**src/rtl/alu_result_stage.sv**
```systemverilog
// -----------------------------------------------------------------------------
// alu_result_stage
//
// Registered result/flag stage that sits after the 8-bit add/subtract unit.
// Each accepted beat carries the adder result plus its operands and mode bit.
// The stage derives the {V,C,N,Z} flags and stores them with the result in a
// 2-entry in-order output buffer. It can also load the result into an
// accumulator that feeds back as the next x operand, and it keeps a sticky
// overflow flag.
//
// Ports:
//   clk         rising-edge clock
//   rst_n       asynchronous active-low reset
//   in_valid    upstream beat valid
//   in_ready    stage can accept a beat (registered, independent of out_ready)
//   in_x        x operand given to the adder
//   in_y        y operand given to the adder (before conditional inversion)
//   in_sub      adder mode: 0 add, 1 subtract
//   in_res      adder result
//   in_co       adder carry-out (borrow on subtract), passed through as C
//   in_acc_we   load in_res into the accumulator when the beat is accepted
//   clr_sticky  synchronous clear of sticky_v (an overflow in the same cycle wins)
//   out_valid   buffered result available
//   out_ready   downstream accepts the head entry
//   out_res     head result
//   out_flags   head flags {V,C,N,Z}
//   acc         accumulator value
//   sticky_v    set by any accepted beat whose V flag is 1
// -----------------------------------------------------------------------------
module alu_result_stage #(
    parameter int W     = 8,
    parameter int DEPTH = 2     // only 2 is supported
) (
    input  logic         clk,
    input  logic         rst_n,
    input  logic         in_valid,
    output logic         in_ready,
    input  logic [W-1:0] in_x,
    input  logic [W-1:0] in_y,
    input  logic         in_sub,
    input  logic [W-1:0] in_res,
    input  logic         in_co,
    input  logic         in_acc_we,
    input  logic         clr_sticky,
    output logic         out_valid,
    input  logic         out_ready,
    output logic [W-1:0] out_res,
    output logic [3:0]   out_flags,
    output logic [W-1:0] acc,
    output logic         sticky_v
);

    localparam int EW = W + 4;  // {V,C,N,Z,result}

    logic [1:0]    count_q, count_d;
    logic          wr_ptr_q, rd_ptr_q;
    logic          in_ready_q;
    logic [W-1:0]  acc_q;
    logic          sticky_q, sticky_d;

    logic          push, pop;
    logic          flag_z, flag_n, flag_c, flag_v;
    logic [EW-1:0] new_entry;
    logic [EW-1:0] head_entry;

    assign push = in_valid && in_ready_q;
    assign pop  = (count_q != 2'd0) && out_ready;

    // Flags are derived from the operand and result sign bits. On subtract,
    // the adder sees ~y, so overflow needs the operand signs to differ.
    assign flag_z = (in_res == '0);
    assign flag_n = in_res[W-1];
    assign flag_c = in_co;
    assign flag_v = in_sub ? ((in_x[W-1] != in_y[W-1]) && (in_res[W-1] != in_x[W-1]))
                           : ((in_x[W-1] == in_y[W-1]) && (in_res[W-1] != in_x[W-1]));

    assign new_entry = {flag_v, flag_c, flag_n, flag_z, in_res};

    // The buffer never holds more than 2 entries, because push is blocked when full.
    assign count_d  = count_q + {1'b0, push} - {1'b0, pop};
    // Overflow in the same cycle takes priority over the clear.
    assign sticky_d = (sticky_q && !clr_sticky) || (push && flag_v);

    // Buffer storage: one register per slot, written when the write pointer
    // selects it.
    genvar gi;
    generate
        for (gi = 0; gi < 2; gi++) begin : gen_entry
            logic [EW-1:0] entry_q;

            always_ff @(posedge clk or negedge rst_n) begin
                if (!rst_n) begin
                    entry_q <= '0;
                end else if (push && (wr_ptr_q == 1'(gi))) begin
                    entry_q <= new_entry;
                end
            end
        end
    endgenerate

    assign head_entry = rd_ptr_q ? gen_entry[1].entry_q : gen_entry[0].entry_q;

    always_ff @(posedge clk or negedge rst_n) begin
        if (!rst_n) begin
            count_q    <= 2'd0;
            wr_ptr_q   <= 1'b0;
            rd_ptr_q   <= 1'b0;
            in_ready_q <= 1'b0;     // goes high on the first edge after release
            acc_q      <= '0;
            sticky_q   <= 1'b0;
        end else begin
            count_q    <= count_d;
            wr_ptr_q   <= wr_ptr_q ^ push;
            rd_ptr_q   <= rd_ptr_q ^ pop;
            // Ready is taken from the next count, so there is no
            // combinational path from out_ready to in_ready.
            in_ready_q <= (count_d < 2'(DEPTH));
            sticky_q   <= sticky_d;
            // The accumulator follows accepted beats even when the output
            // side is stalled.
            if (push && in_acc_we) begin
                acc_q <= in_res;
            end
        end
    end

    assign in_ready  = in_ready_q;
    assign out_valid = (count_q != 2'd0);
    assign out_res   = head_entry[W-1:0];
    assign out_flags = head_entry[EW-1:W];
    assign acc       = acc_q;
    assign sticky_v  = sticky_q;

endmodule

```
**config.mk**
```make
export PLATFORM = sky130hd
export DESIGN_NAME = alu_result_stage
export DESIGN_NICKNAME = d
export VERILOG_FILES = /design/src/rtl/alu_result_stage.sv
export SDC_FILE = /design/constraint.sdc
export NUM_CORES = 1
export LEC_CHECK = 0
export ABC_AREA = 1
export BUFFER_PORTS_ARGS = -buffer_cell sky130_fd_sc_hd__buf_2
export CAP_MARGIN = 20
export CORE_ASPECT_RATIO = 1.4
export CORE_MARGIN = 5
export CORE_UTILIZATION = 25
export DETAILED_ROUTE_END_ITERATION = 8
export GPL_TIMING_DRIVEN = 1
export SKIP_CTS_REPAIR_TIMING = 1
export SYNTH_ARGS = -nofsm -noshare
export SYNTH_HDL_FRONTEND = slang
export SYNTH_SLANG_ARGS = --single-unit
```
**constraint.sdc**
```tcl
create_clock -name clk -period 1.2 [get_ports clk]
set_input_delay 0.12 -clock clk [delete_from_list [all_inputs] [get_ports clk]]
set_output_delay 0.12 -clock clk [all_outputs]
set_load 0.005 [all_outputs]
```
==> flow_metrics.env <==
export IMPL_std_cell_rows=35
export IMPL_avgSynthCellArea_um2=8.46
export IMPL_rsz0062_at_grt="true"
export IMPL_ant_nets=0
export IMPL_violations="setup timing"
export IMPL_port_buffers=40
export IMPL_arrival_ps=1630
export IMPL_fmax_ghz=0.693
export IMPL_root_buffer="clkbuf_8"
export IMPL_r2r_cells=12
export IMPL_path_class="reg -> reg"
export IMPL_ff2ff_setup_slack_ps=-240
export IMPL_yosysSeqAreaShare=0.535
export IMPL_first_global_vias=1405
export IMPL_cts_sink_count=36
export IMPL_clk_insertion_delay_late_ps=280
export IMPL_critPathLaunch="count_q[1]$_DFF_PN0_"
export IMPL_r2r_start="count_q[1]$_DFF_PN0_"
export IMPL_syn_area_um2=1680
export IMPL_wl_per_cell_um=12.8
export IMPL_fin_ws_ps=-243
export IMPL_hold_slack_ps=51.7
export IMPL_cts_max_level=2
export IMPL_track_usage=0.0985
export IMPL_clk_pin_slew_ps=70
export IMPL_die_x_um=79.3
export IMPL_vias=1503
export IMPL_status="complete, but fails checks"
export IMPL_finalWeightedCongestion=0.783
export IMPL_whs_path_depth=3
export IMPL_diodes=0
export IMPL_place_worst_setup_slack_ps=-171
export IMPL_die_area_um2=8500
export IMPL_synth_distinct_cells=21
export IMPL_cap_viol_max_count=0
export IMPL_syn_inst=199
export IMPL_cp_start_kind="flip-flop"
export IMPL_drive_gt1_frac=0.556
export IMPL_power_density_nw_per_um2=2520
export IMPL_nets=303
export IMPL_peakVddDrop_mv=1.38
export IMPL_die_h_um=107
export IMPL_via_per_inst=4.37
export IMPL_min_path_type="in -> reg"
export IMPL_fillers=658
export IMPL_yosysWarnings=0
export IMPL_drv_slew=0
export IMPL_final_hold_viol_count=0
export IMPL_antenna_found_initial=0
export IMPL_setup_viol=35
export IMPL_dp_hpwl_um=3000
export IMPL_drt_initial_drc_count=41
export IMPL_grt_pass1_wl_um=6470
export IMPL_core_area_um2=6570
export IMPL_crit_end="in_ready$_DFF_PN0_"
export IMPL_required_ps=1390
export IMPL_fin_crit_sh=1.20
export IMPL_ys_seq_elements=36
export IMPL_cts_path_max_buffers=2
export IMPL_p_leak_nw=1.38
export IMPL_dp_cells=320
export IMPL_crit_path_end_kind="flip-flop"
export IMPL_most_common_layout_cells="nand2_1 (41), buf_2 (40), dfrtp_1 (35)"
export IMPL_mostFrequentLayoutCell="nand2_1"
export IMPL_finClkSkew_ps=7.26
export IMPL_first_pass_iters=4
export IMPL_gr_total_overflow=0
export IMPL_area_growth_syn_to_layout_pct=54.9
export IMPL_tritoncts="yes"
export IMPL_layout_cells_non_filler=344
export IMPL_finalCriticalPeriod_ps=1440
export IMPL_syn_num_nets=233
export IMPL_r2r_end="in_ready$_DFF_PN0_"
export IMPL_io_pins=55
export IMPL_drc=0
export IMPL_tightest_slew_ps=418
export IMPL_timing_slew_headroom=0.721
export IMPL_initial_utilization=0.256
export IMPL_wl_um=4410
export IMPL_grt_max_degree=22
export IMPL_cp_max_fo=3
export IMPL_cts_buffers=5
==> report_power, final <==
part	internal [mW]	switching, mW	total [mW]	leakage [nW]
Sequential	1.76	0.318	2.08	0.443
Combinational	1.66	1.65	3.31	0.868
Clock	0.733	0.432	1.17	0.0645
==> area by class of cell <==
class                   count  area [µm²]  area share
clock inverters             1        30.0      0.0115
repair buffers             70         528       0.203
inverters                  34         143      0.0547
multi-input cells         122         815       0.313
flip-flops and latches     36         902       0.346
well taps                  74        92.6      0.0355
clock buffers               7        96.3      0.0370
==> cells in the mapped netlist (all sizes together) <==
library cell / count / share of area
xor2: 1 / 0.0052
o21ai: 31 / 0.12
buf: 6 / 0.027
nand2: 70 / 0.16
inv: 34 / 0.077
a21oi: 2 / 0.0082
dfrtp: 36 / 0.54
ha: 2 / 0.015
clkbuf: 1 / 0.0022
nor2: 7 / 0.020
nand3: 9 / 0.027
==> how the worst min path moves through the flow <==
stage / end / from / slack (ps)
2_1_floorplan: acc[0]$_DFFE_PN0P_ / rst_n / -180
3_5_place_dp: gen_entry[0].entry_q[6]$_DFFE_PN0P_ / rst_n / 70
4_1_cts: gen_entry[0].entry_q[6]$_DFFE_PN0P_ / rst_n / -240
5_1_grt: gen_entry[0].entry_q[2]$_DFFE_PN0P_ / in_res[2] / 50
6_report: gen_entry[0].entry_q[0]$_DFFE_PN0P_ / in_res[0] / 50
3_3_place_gp: gen_entry[0].entry_q[6]$_DFFE_PN0P_ / rst_n / 80
==> critical path: stages, from the launching register on <==
cell	delay, ps
dfrtp_1	390
nor2_1	70
nor2_1	140
inv_1	50
nand2_1	60
nand2_1	80
ha_4	180
inv_2	50
nand2_2	40
nand2_2	90
nand3_2	80
nand2_2	90
inv_2	30
==> sequential cells by signal, summed over array words and instances, names as in the netlist <==
register and cells:
count_q 2, sticky_v 1, acc 8, gen_entry.entry_q 22, rd_ptr_q 1, wr_ptr_q 1
in_ready 1
==> cell families after synthesis <==
logic type                 after synthesis  synth area share
adders and majority gates                2            0.0149
buffers and inverters                   41             0.106
AOI/OAI and AO/OA                       33             0.129
DFF                                     36             0.535
xor gates and xnor gates                 1           0.00521
and+or+nand+nor                         86             0.209
==> metal layers <==
metal / vias to the layer above / track usage / wire length (µm)
met5: - / 0 / 0
met4: 0 / 0.0332 / 44
met3: 5 / 0.0370 / 250
met2: 26 / 0.172 / 2470
met1: 721 / 0.108 / 1640
li1: 751 / - / -
==> per-stage QoR <==
step                total power [mW]  TNS, ps  area [µm²]  utilization
global placement                4.23     -266        2080        0.317
global route                    7.11    -5680        2610        0.397
detailed placement              4.29     -401        2080        0.317
finish                          6.56    -3640        2610        0.397
CTS                             5.49    -3020        2210        0.336
floorplan                       3.37     -174        1720            -
Power figures use the tool's default switching activity.
